`src/rtl/booth_r4_multiplier_if.sv`:
```
// Operand/result bundle for the radix-4 Booth multiplier.
// No storage; master drives operands and out_ready, slave returns results.
interface booth_r4_multiplier_if #(
    parameter int WIDTH = 16
);
    logic                 clear;
    logic                 in_valid;
    logic                 in_ready;
    logic [WIDTH-1:0]     multiplicand;
    logic [WIDTH-1:0]     multiplier;
    logic                 is_signed;
    logic                 out_valid;
    logic                 out_ready;
    logic [2*WIDTH-1:0]   product;
    logic                 busy;

    modport master (
        output clear, in_valid, multiplicand, multiplier, is_signed, out_ready,
        input  in_ready, out_valid, product, busy
    );

    modport slave (
        input  clear, in_valid, multiplicand, multiplier, is_signed, out_ready,
        output in_ready, out_valid, product, busy
    );
endinterface

```
`src/rtl/booth_r4_multiplier.sv`:
```
// Sequential radix-4 Booth multiplier, signed or unsigned operands, one digit per cycle.
// Latency: product valid WIDTH/2+1 cycles after the accepting edge.
// Backpressure: holds product in DONE until out_ready; accepts operands only in IDLE.
module booth_r4_multiplier #(
    parameter int WIDTH = 16
) (
    input  logic                   clk,
    input  logic                   rst,
    booth_r4_multiplier_if.slave   bus
);
    localparam int ITER = WIDTH / 2 + 1;
    localparam int EW   = WIDTH + 2;
    localparam int AW   = WIDTH + 3;
    localparam int CW   = $clog2(ITER);

    generate
        if ((WIDTH % 2) != 0 || WIDTH < 4) begin : g_bad_width
            $error("booth_r4_multiplier: WIDTH must be even and >= 4");
        end
    endgenerate

    typedef enum logic [1:0] {IDLE, CALC, DONE} state_t;

    state_t               state_q;
    logic [AW-1:0]        a_q;
    logic [EW-1:0]        q_q;
    logic                 qm1_q;
    logic [EW-1:0]        br_q;
    logic [CW-1:0]        cnt_q;
    logic [2*WIDTH-1:0]   prod_q;

    logic [AW-1:0]        m_sx;
    logic [AW-1:0]        addend;
    logic [AW-1:0]        sum;
    logic [AW-1:0]        a_d;
    logic [EW-1:0]        q_d;
    logic                 qm1_d;
    logic [2*WIDTH-1:0]   prod_d;
    logic [EW-1:0]        m_ext;
    logic [EW-1:0]        q_ext;

    assign bus.in_ready  = (state_q == IDLE);
    assign bus.out_valid = (state_q == DONE);
    assign bus.busy      = (state_q != IDLE);
    assign bus.product   = prod_q;

    // Two guard bits make the unsigned case a positive signed number for Booth recoding.
    assign m_ext = bus.is_signed ? {{2{bus.multiplicand[WIDTH-1]}}, bus.multiplicand}
                                 : {2'b00, bus.multiplicand};
    assign q_ext = bus.is_signed ? {{2{bus.multiplier[WIDTH-1]}}, bus.multiplier}
                                 : {2'b00, bus.multiplier};

    always_comb begin
        m_sx   = {br_q[EW-1], br_q};
        addend = '0;
        case ({q_q[1:0], qm1_q})
            3'b001, 3'b010: addend = m_sx;
            3'b011:         addend = m_sx << 1;
            3'b100:         addend = -(m_sx << 1);
            3'b101, 3'b110: addend = -m_sx;
            default:        addend = '0;
        endcase
        sum    = a_q + addend;
        // Arithmetic shift of {A, Q, Q_-1} by two places.
        a_d    = {{2{sum[AW-1]}}, sum[AW-1:2]};
        q_d    = {sum[1:0], q_q[EW-1:2]};
        qm1_d  = q_q[1];
        prod_d = {a_d[WIDTH-3:0], q_d};
    end

    always_ff @(posedge clk or negedge rst) begin
        if (!rst) begin
            state_q <= IDLE;
            a_q     <= '0;
            q_q     <= '0;
            qm1_q   <= 1'b0;
            br_q    <= '0;
            cnt_q   <= '0;
            prod_q  <= '0;
        end else if (bus.clear) begin
            state_q <= IDLE;
            a_q     <= '0;
            q_q     <= '0;
            qm1_q   <= 1'b0;
            br_q    <= '0;
            cnt_q   <= '0;
            prod_q  <= '0;
        end else begin
            case (state_q)
                IDLE: begin
                    if (bus.in_valid) begin
                        br_q    <= m_ext;
                        q_q     <= q_ext;
                        a_q     <= '0;
                        qm1_q   <= 1'b0;
                        cnt_q   <= '0;
                        state_q <= CALC;
                    end
                end
                CALC: begin
                    a_q   <= a_d;
                    q_q   <= q_d;
                    qm1_q <= qm1_d;
                    cnt_q <= cnt_q + 1'b1;
                    if (cnt_q == CW'(ITER - 1)) begin
                        prod_q  <= prod_d;
                        state_q <= DONE;
                    end
                end
                DONE: begin
                    if (bus.out_ready) begin
                        state_q <= IDLE;
                    end
                end
                default: state_q <= IDLE;
            endcase
        end
    end
endmodule
```
`src/flat_wrapper.sv`:
```
// flat-port wrapper written by rule: the top's interface ports become plain ports
module booth_r4_multiplier_flat 
#(
    parameter int WIDTH = 16
)
  (clk, rst, bus_clear, bus_in_valid, bus_multiplicand, bus_multiplier, bus_is_signed, bus_out_ready, bus_in_ready, bus_out_valid, bus_product, bus_busy);
  booth_r4_multiplier_if #(.WIDTH(WIDTH)) bus_i ();
  input  logic clk;
  input  logic rst;
  input wire logic [$bits(bus_i.clear)-1:0] bus_clear;
  input wire logic [$bits(bus_i.in_valid)-1:0] bus_in_valid;
  input wire logic [$bits(bus_i.multiplicand)-1:0] bus_multiplicand;
  input wire logic [$bits(bus_i.multiplier)-1:0] bus_multiplier;
  input wire logic [$bits(bus_i.is_signed)-1:0] bus_is_signed;
  input wire logic [$bits(bus_i.out_ready)-1:0] bus_out_ready;
  output wire logic [$bits(bus_i.in_ready)-1:0] bus_in_ready;
  output wire logic [$bits(bus_i.out_valid)-1:0] bus_out_valid;
  output wire logic [$bits(bus_i.product)-1:0] bus_product;
  output wire logic [$bits(bus_i.busy)-1:0] bus_busy;
  assign bus_i.clear = bus_clear;
  assign bus_i.in_valid = bus_in_valid;
  assign bus_i.multiplicand = bus_multiplicand;
  assign bus_i.multiplier = bus_multiplier;
  assign bus_i.is_signed = bus_is_signed;
  assign bus_i.out_ready = bus_out_ready;
  assign bus_in_ready = bus_i.in_ready;
  assign bus_out_valid = bus_i.out_valid;
  assign bus_product = bus_i.product;
  assign bus_busy = bus_i.busy;
  booth_r4_multiplier #(.WIDTH(WIDTH)) u_core (.clk(clk), .rst(rst), .bus(bus_i));
endmodule
```
`config.mk`:
```
export PLATFORM = sky130hd
export DESIGN_NAME = booth_r4_multiplier_flat
export DESIGN_NICKNAME = d
export VERILOG_FILES = /design/src/rtl/booth_r4_multiplier_if.sv /design/src/rtl/booth_r4_multiplier.sv /design/src/flat_wrapper.sv
export SDC_FILE = /design/constraint.sdc
export NUM_CORES = 1
export LEC_CHECK = 0
export ABC_AREA = 1
export CORE_UTILIZATION = 55
export CTS_CLUSTER_SIZE = 20
export DETAILED_ROUTE_END_ITERATION = 8
export GPL_ROUTABILITY_DRIVEN = 0
export GPL_TIMING_DRIVEN = 0
export PLACE_DENSITY = 0.8
export REMOVE_ABC_BUFFERS = 1
export SYNTH_ARGS = -nofsm -noshare
export SYNTH_HDL_FRONTEND = slang
export SYNTH_SLANG_ARGS = --single-unit
```
`constraint.sdc`:
```
create_clock -name clk -period 3.24 [get_ports clk]
set_input_delay 0.648 -clock clk [delete_from_list [all_inputs] [get_ports clk]]
set_output_delay 0.648 -clock clk [all_outputs]
set_load 0.02 [all_outputs]
```
# == Word level (Yosys, flattened, before mapping) ==
# Index checks and enable logic that the tools add are counted.
# Widths: inputs -> output; s select.
# op_classes
reduce_logical,13
mux,26
n_addsub,4
eq_ne,12
# op_table
op,count
$mux 18,7
$mux 32,3
$pmux 19 s4,1
$mux 19,2
$neg 19->19,2
$pmux 19 s2,1
$pmux 18 s2,1
$add 19x19->19,1
$reduce_bool 2->1,5
$eq 3x3->1 const B,3
$mux 2,4
$mux 4,2
$pmux 4 s2,1
$eq 3x2->1 const B,2
$ne 3x3->1 const B,2
$pmux 2 s3,1
$reduce_and 2->1,3
$add 4x1->4 const B,1
$eq 4x4->1 const B,1
$reduce_or 2->1,2
$eq 3x1->1 const B,1
$ne 3x2->1 const B,1
$reduce_and 3->1,1
$reduce_bool 3->1,1
other kinds (5),6
# word_totals
wordCells,62
inputBits,38
output_inout_bits,35
register_bits,94

# == Logic depth before layout (Yosys ltp) ==
# Gate-level depths: netlist of the first run.
# logic_depth
depth_word,7
mapped_depth,22
mapped_depth_nobuf,22

# == Least setup slack after synthesis of the first run ==
# Ideal clock, no wire load.
# synth_path
path_type,register to register
start,register u_core.br_q[0]
end,register u_core.a_q[15]
required_ns,3.123
t_arrival_ns,2.520
stages_incl_launch_ff,21
setup_time_ns,0.117
path_buffers,0
period_less_slack_ns,2.638
setup_slack_ns,0.602
cell_sequence,dfrtp_1 -> inv_1 -> ha_1 -> nand2_1 -> nor2_1 -> nand2_1 -> inv_1 -> nand2_1 -> xor2_1 -> a21oi_1 -> o21ai_0 -> ha_1 -> nand2_1 -> inv_1 -> nand3_1 -> nor3_1 -> nand4_1 -> nand3_1 -> nand2_1 -> nand3_1 -> nand2_1
# synth_between
elab_chain_len,5
elab_cells_between_ends,6
classes_between,3 x add/sub; 3 x mux
# synth_lines
element,line_no,text
start: declaration,booth_r4_multiplier.sv:28,logic [EW-1:0] br_q;
start signal: assignment,booth_r4_multiplier.sv:92,br_q <= m_ext;
$neg 19->19 (on tied branches),"booth_r4_multiplier.sv:60, booth_r4_multiplier.sv:59",
$pmux 19 s4 *,booth_r4_multiplier.sv:56,"case ({q_q[1:0], qm1_q})"
$add 19x19->19 *,booth_r4_multiplier.sv:63,sum = a_q + addend;
$pmux 19 s2 *,booth_r4_multiplier.sv:89,case (state_q)
$mux 19 *,booth_r4_multiplier.sv:80,end else if (bus.clear) begin
end signal: assignment,booth_r4_multiplier.sv:74,a_q <= '0;
end signal: assignment,booth_r4_multiplier.sv:82,a_q <= '0;
end signal: assignment,booth_r4_multiplier.sv:94,a_q <= '0;
end: declaration,booth_r4_multiplier.sv:25,logic [AW-1:0] a_q;
# Mark *: on every way between the ends. The rest lies on a longest branch, timed or not.
# A chain may end at the register's enable or synchronous reset.

# == Worst setup path in the final report of the first run ==
# layout_path
start,register u_core.q_q[0]
end,register u_core.prod_q[30] (netlist: u_core.bus.product[30])
# layout_between
elab_chain_len,7
elab_cells_between_ends,13
classes_between,1 x add/sub; 6 x eq/ne; 4 x mux; 2 x reduce/logical
# layout_lines
element,line_no,text
start: declaration,booth_r4_multiplier.sv:26,logic [EW-1:0] q_q;
start signal: assignment,booth_r4_multiplier.sv:93,q_q <= q_ext;
start signal: assignment,booth_r4_multiplier.sv:102,q_q <= q_d;
"$eq 3x3->1, or another cell as far along",booth_r4_multiplier.sv:56,
$reduce_or 2->1,booth_r4_multiplier.sv:56,
$pmux 19 s4 *,booth_r4_multiplier.sv:56,
$add 19x19->19 *,booth_r4_multiplier.sv:63,
$mux 32 *,booth_r4_multiplier.sv:105,if (cnt_q == CW'(ITER - 1)) begin
$mux 32 *,booth_r4_multiplier.sv:89,
$mux 32 *,booth_r4_multiplier.sv:80,
end signal: assignment,booth_r4_multiplier.sv:106,prod_q <= prod_d;
end: declaration,booth_r4_multiplier.sv:30,logic [2*WIDTH-1:0] prod_q;
# Mark *: on every way between the ends. The rest lies on a longest branch, timed or not. The select of a mux whose other input is x is not followed.

==> results of run 1 <==
-- power by group through the flow --
stage / combinational [W] / clock [W] / sequential [W]
global placement: 0.000685 / 0 / 0.00127
CTS: 0.000722 / 0.000799 / 0.00125
detailed placement: 0.000715 / 0 / 0.00127
global route: 0.000883 / 0.000834 / 0.00126
finish: 0.000799 / 0.000792 / 0.00125
floorplan: 0.000484 / 0 / 0.00126
-- Yosys cell counts, types with 8 or more instances --
cell type  count
nand2_1      198
dfrtp_1       91
o21ai_0       80
inv_1         71
nand3_1       58
nor2_1        57
a21oi_1       32
ha_1          21
o2111ai_1     14
buf_2         10
nand4_1       10
xor2_1        10
a31oi_1        8
-- logic make-up after synthesis --
kind of cell	count (synthesis)
AOI/OAI and AO/OA	156
and+or+nand+nor	345
xor gates and xnor gates	15
DFF	91
adders and majority gates	22
buffers and inverters	99
-- per-layer routing --
metal | wire length [um] | track usage, %
met3 | 1130 | 6.84
met5 | 0 | 0
met4 | 493 | 14.2
met1 | 6730 | 42.2
met2 | 6950 | 47.2
-- timing repair --
item / in CTS / in global routing
resized for setup: 2 / 36
pin swaps: 0 / 8
setup endpoints to repair: 7 / 25
setup buffers: 0 / 11
hold buffers: 0 / 0
-- worst max-delay path, cell delays in order (launching register included) --
cell	delay, ns
dfrtp_1	0.42
nand2_1	0.13
inv_1	0.06
nor2_1	0.18
inv_1	0.13
nor2_4	0.16
inv_4	0.10
o22ai_1	0.14
a21oi_1	0.07
o21ai_1	0.15
ha_1	0.25
buf_4	0.14
nand2_1	0.07
nor2_1	0.20
nand2_1	0.08
nand3_1	0.15
nand3_1	0.14
nand3b_1	0.14
nand3_1	0.12
o21ai_0	0.16
-- sequential cells by signal (all words and copies together) (netlist names) --
register and count:
u_core.br_q 17, u_core.qm1_q 1, u_core.cnt_q 4, u_core.bus.product 32, u_core.q_q 18, u_core.a_q 17, u_core.state_q 2
-- layout make-up --
class / count / area [um2] / share of cell area [%]
Tap cell: 133 / 166 / 2.49
Clock inverter: 4 / 51.3 / 0.769
Clock buffer: 11 / 141 / 2.12
Sequential cell: 91 / 2280 / 34.1
Timing Repair Buffer: 85 / 841 / 12.6
Multi-Input combinational cell: 538 / 2890 / 43.2
Inverter: 78 / 312 / 4.67
-- path summary, 6_finish.rpt --
kind / slack [ns] / cells past startpoint / to
min reg2reg: 0.49 / 2 / u_core.bus.product[29]$_DFFE_PN0P_
max reg2reg: 0.12 / 19 / u_core.bus.product[30]$_DFFE_PN0P_
max in group asynchronous: 2.34 / 2 / u_core.q_q[9]$_DFFE_PN0P_
min: 0.26 / 1 / u_core.bus.product[30]$_DFFE_PN0P_
max: 0.12 / 19 / u_core.bus.product[30]$_DFFE_PN0P_
min in group clk: 0.49 / 2 / u_core.bus.product[29]$_DFFE_PN0P_
-- metrics by stage --
step	cells	hold slack (ns)
floorplan	707	0.352
global placement	912	0.464
detailed placement	914	0.472
CTS	929	0.268
global route	940	0.290
finish	940	0.260
==> impl_metrics.json, run 1 <==
{
  "area_delta_synth_final_pct": 21.8,
  "crit_fanout": 13,
  "synthCells": 728,
  "cp-startpoint": "u_core.q_q[0]$_DFFE_PN0P_",
  "synth.area.mux_share_pct": 0,
  "yosysTopAreaCellShare_pct": 41.5,
  "clk_path_buf_depth": 2,
  "nFillCells": 795,
  "switching_share_pct": 34.5,
  "timing.fmax_mhz": 321,
  "setup_ws_ns": 0.124,
  "io_pins": 73,
  "fin_crit_sh_pct": 96.2,
  "run_status": "complete, no violations",
  "synth-simple-area-share_pct": 27.4,
  "yosysSeqAreaShare_pct": 41.5,
  "p_seq_share_pct": 44.1,
  "ant_nets": 0,
  "cts_tree": "done",
  "yosys_warnings": 0,
  "synth_area_mm2": 0.00548,
  "relSlewSlack_pct": 38.8,
  "fin_skew_ns": 0.0141,
  "synth_flop_cell": "dfrtp_1",
  "p_int_w": 0.00186,
  "hold_class": "primary input to asynchronous set/reset pin",
  "fp.coreArea_mm2": 0.00973,
  "startpoint_type": "register",
  "grt_max_degree": 53,
  "synth_top_area_cell": "dfrtp_1",
  "maxCapViolations": 0,
  "dieArea_mm2": 0.0104,
  "drt-initial-drc-count": 413,
  "n_antenna_cell": 0,
  "grt_first_pass_wirelength_um": 24800,
  "tns_ns": 0,
  "io_buffers": 72,
  "synth-async-reset-ratio_pct": 100,
  "synth_fa_ha_area_share_pct": 5.16,
  "worstMarginPinSlew_ns": 0.916,
  "die_h_um": 102,
  "endpoint_kind": "register",
  "required_ns": 3.51,
  "rsz0062_at_grt": "yes",
  "final_cell_mix": "nand2_1, dfrtp_1, o21ai_0",
  "final_max_slew_viol_count": 0,
  "dp_slack_ns": -0.0526,
  "grt_overflow": 0,
  "cts.sinks": 91,
  "setup_viol": 0,
  "combPwrFrac_pct": 28.1,
  "arrival_ns": 3.39,
  "drive_gt1_share_pct": 9.29,
  "synth_compound_area_share_pct": 16.0,
  "hold_viol_final": 0,
  "power_density_mw_per_mm2": 426,
  "die_w_um": 102,
  "final_util_pct": 68.6,
  "final_area_mm2": 0.00667,
  "clk_pin_slew_ns": 0.10,
  "vias": 5399,
  "crit_type": "register to register",
  "avgSynthCellArea_um2": 7.53,
  "grt_usage_pct": 30.9,
  "finalPower_w": 0.00284,
  "num-nets-final": 863,
  "p_sw_w": 0.000983,
  "r2r-start": "u_core.q_q[0]$_DFFE_PN0P_",
  "drtPass1Iterations": 5,
  "synth_top_family_by_area": "simple AND/OR/NAND/NOR gates",
  "hpwl_um": 10600,
  "h-tree-depth": 3,
  "cts_root_buffer": "clkbuf_8",
  "ys_top_cells_by_area": "dfrtp_1, nand2_1, o21ai_0, nand3_1, inv_1",
  "start_util_pct": 56.3,
  "post_dp_cell_area_mm2": 0.00630,
  "numCtsBuffers": 9,
  "wl_per_cell_um": 16.3,
  "drc": 0,
  "clockPowerShare_pct": 27.8,
  "period_minus_slack_ns": 3.12,
  "synth.distinct_cells": 39,
  "vdd_drop_max_mv": 0.247,
  "grt_pass1_vias": 5242,
  "synth-edff-count": 0,
  "drt-total-wl_um": 15300,
  "row_count": 36,
  "synth_xor_area_share_pct": 2.40,
  "clk_latency_ns": 0.37,
  "via_per_inst": 5.74,
  "p_leak_nw": 3.16,
  "antenna_found_initial": 0,
  "final_common_cell": "nand2_1",
  "synth-seq-cells": 91
}
Note: power is estimated with default switching activity, not from simulation.
==> run 2: changes to the inputs <==
--- a/config.mk
+++ b/config.mk
@@ -6,6 +6,7 @@
 export NUM_CORES = 1
 export LEC_CHECK = 0
 export ABC_AREA = 1
+export CAP_MARGIN = 5
 export CORE_UTILIZATION = 55
 export CTS_CLUSTER_SIZE = 20
 export DETAILED_ROUTE_END_ITERATION = 8
==> results of run 2 <==
No change in the layout: final DEF, timing and power equal those of run 1.
==> run 3: changes to the inputs <==
--- a/config.mk
+++ b/config.mk
@@ -10,10 +10,10 @@
 export CORE_UTILIZATION = 55
 export CTS_CLUSTER_SIZE = 20
 export DETAILED_ROUTE_END_ITERATION = 8
-export GPL_ROUTABILITY_DRIVEN = 0
 export GPL_TIMING_DRIVEN = 0
 export PLACE_DENSITY = 0.8
 export REMOVE_ABC_BUFFERS = 1
 export SYNTH_ARGS = -nofsm -noshare
 export SYNTH_HDL_FRONTEND = slang
 export SYNTH_SLANG_ARGS = --single-unit
+export TNS_END_PERCENT = 1
==> run 3 against run 2 <==
Against the previous run: register-to-register slack better by 0.06 ns; critical path depth shrank 4; clock skew fell by 0.0021 ns; cell count down 0.32%; flip-flop and latch count is the same; largest power group unchanged; via count is 2.6% lower; sequential share of layout area fell by 0.16 points; clock power up 9.2%; global-route usage increased by 0.92 points; first-iteration DRC count decreased by 30%; die area is the same; critical endpoint is now u_core.bus.product[29]$_DFFE_PN0P_.
==> impl_metrics.json, run 3 (same netlist as run 1, synthesis figures left out) <==
{
  "run_status": "complete, no violations",
  "hpwl_um": 11200,
  "dp_slack_ns": -0.124,
  "r2r_setup_slack_ns": 0.19,
  "grt_usage_pct": 31.8,
  "switching_share_pct": 34.1,
  "combPwrFrac_pct": 27.3,
  "grt_util_met1_pct": 44.9,
  "fp.coreArea_mm2": 0.00973,
  "timing.fmax_mhz": 327,
  "io_buffers": 72,
  "h-tree-depth": 3,
  "place.gp.congestion": 0.961,
  "nFillCells": 858,
  "r2r-start": "u_core.br_q[0]$_DFFE_PN0P_",
  "antenna_found_initial": 0,
  "crit_type": "register to register",
  "hold_class": "primary input to asynchronous set/reset pin",
  "met2_usage_pct": 50.4,
  "drtPass1Iterations": 5,
  "r2r-end": "u_core.bus.product[29]$_DFFE_PN0P_",
  "crit_fanout": 5,
  "clk_pin_slew_ns": 0.10,
  "vdd_drop_max_mv": 0.409,
  "via_per_inst": 5.61,
  "numCtsBuffers": 9,
  "io_pins": 73,
  "clockPowerShare_pct": 29.7,
  "final_cell_mix": "nand2_1, dfrtp_1, o21ai_0",
  "required_ns": 3.52,
  "die_h_um": 102,
  "grt_overflow": 0,
  "p_sw_w": 0.000992,
  "p_int_w": 0.00192,
  "fin_crit_sh_pct": 94.3,
  "drt-total-wl_um": 15500,
  "whs_ns": 0.271,
  "final_common_cell": "nand2_1",
  "p_seq_share_pct": 43.0,
  "worstMarginPinSlew_ns": 0.853,
  "arrival_ns": 3.33,
  "maxCapViolations": 0,
  "drive_gt1_share_pct": 9.33,
  "die_w_um": 102,
  "rsz0062_at_grt": "yes",
  "setup_viol": 0,
  "ant_nets": 0,
  "endpoint_kind": "register",
  "cts_root_buffer": "clkbuf_8",
  "final_max_slew_viol_count": 0,
  "wl_per_cell_um": 16.5,
  "drc": 0,
  "met3_usage_pct": 6.57,
  "post_dp_cell_area_mm2": 0.00630,
  "setup_ws_ns": 0.185,
  "start_util_pct": 56.3,
  "drt-initial-drc-count": 289,
  "area_delta_synth_final_pct": 22.3,
  "p_leak_nw": 3.16,
  "period_minus_slack_ns": 3.05,
  "hold_viol_final": 0,
  "largest_reg_flops": 32,
  "cts.sinks": 91,
  "num-nets-final": 860,
  "n_antenna_cell": 0,
  "fin_skew_ns": 0.0120,
  "grt_max_degree": 50,
  "r2r_cells": 15,
  "row_count": 36,
  "busiest_layer": "met2",
  "dieArea_mm2": 0.0104,
  "cts_tree": "done",
  "final_area_mm2": 0.00671,
  "clk_latency_ns": 0.38,
  "vias": 5260,
  "startpoint_type": "register",
  "relSlewSlack_pct": 43.0,
  "power_density_mw_per_mm2": 434,
  "clk_path_buf_depth": 2,
  "finalPower_w": 0.00291,
  "grt_pass1_vias": 4934,
  "grt_first_pass_wirelength_um": 24800
}
-- run 3: worst max path at each step --
stage | from | end | slack (ns)
floorplan | u_core.br_q[0]$_DFFE_PN0P_ | u_core.a_q[15]$_DFFE_PN0P_ | 0.60
global placement | rst | u_core.bus.product[6]$_DFFE_PN0P_ | -1.81
detailed placement | u_core.q_q[1]$_DFFE_PN0P_ | u_core.bus.product[27]$_DFFE_PN0P_ | -0.12
CTS | u_core.q_q[0]$_DFFE_PN0P_ | u_core.bus.product[27]$_DFFE_PN0P_ | 0.02
global route | u_core.br_q[0]$_DFFE_PN0P_ | u_core.bus.product[29]$_DFFE_PN0P_ | -0.04
finish | u_core.br_q[0]$_DFFE_PN0P_ | u_core.bus.product[29]$_DFFE_PN0P_ | 0.19
-- run 3: repair_timing --
action                                 CTS  global route
setup buffers                            0             8
hold buffers                             0             0
pin swaps                                0             6
gates resized for setup                  3            36
cloned                                   0             0
endpoints found under the hold margin    0             0
setup endpoints to repair               12            24
-- run 3: layout make-up --
class | count | area [um2] | area share [%]
multi-input cells | 538 | 2900 | 43.3
flip-flops and latches | 91 | 2280 | 34.0
repair buffers | 82 | 833 | 12.4
inverters | 78 | 314 | 4.68
well taps | 133 | 166 | 2.48
clock buffers | 10 | 128 | 1.90
clock inverters | 5 | 86.3 | 1.29
-- run 3: through the flow --
stage          setup TNS (ns)  instances  util (%)
2_1_floorplan               0        707         -
3_3_place_gp          -172.79        912      64.3
3_5_place_dp            -1.06        914      64.7
4_1_cts                     0        929      67.0
5_1_grt               -0.0899        937      68.9
6_report                    0        937      68.9
-- run 3: worst max-delay path, cell delays in order, from the launching register on --
cell	delay, ns
dfrtp_1	0.37
inv_1	0.14
ha_2	0.23
nand2_1	0.11
nor2_4	0.17
nand3_1	0.13
xor2_1	0.18
nand2_1	0.07
o2111ai_1	0.15
ha_1	0.43
nand2_1	0.15
nor2_1	0.24
nand3_1	0.18
nand3b_1	0.13
nand3_1	0.10
o21ai_0	0.17
-- run 3: power groups by stage --
stage | clock network [W] | logic (W) | registers, W
after CTS | 0.000874 | 0.000731 | 0.00125
after detailed placement | 0 | 0.000723 | 0.00127
after global placement | 0 | 0.000707 | 0.00127
after global routing | 0.000922 | 0.000882 | 0.00126
after floorplan | 0 | 0.000484 | 0.00126
final | 0.000865 | 0.000795 | 0.00125
-- run 3: metal layers --
metal  vias up  part of all wire [%]
met2       165                    47
met1      2504                    46
met5         -                     0
li1       2574                     -
met4         0                   1.4
met3        17                   5.6
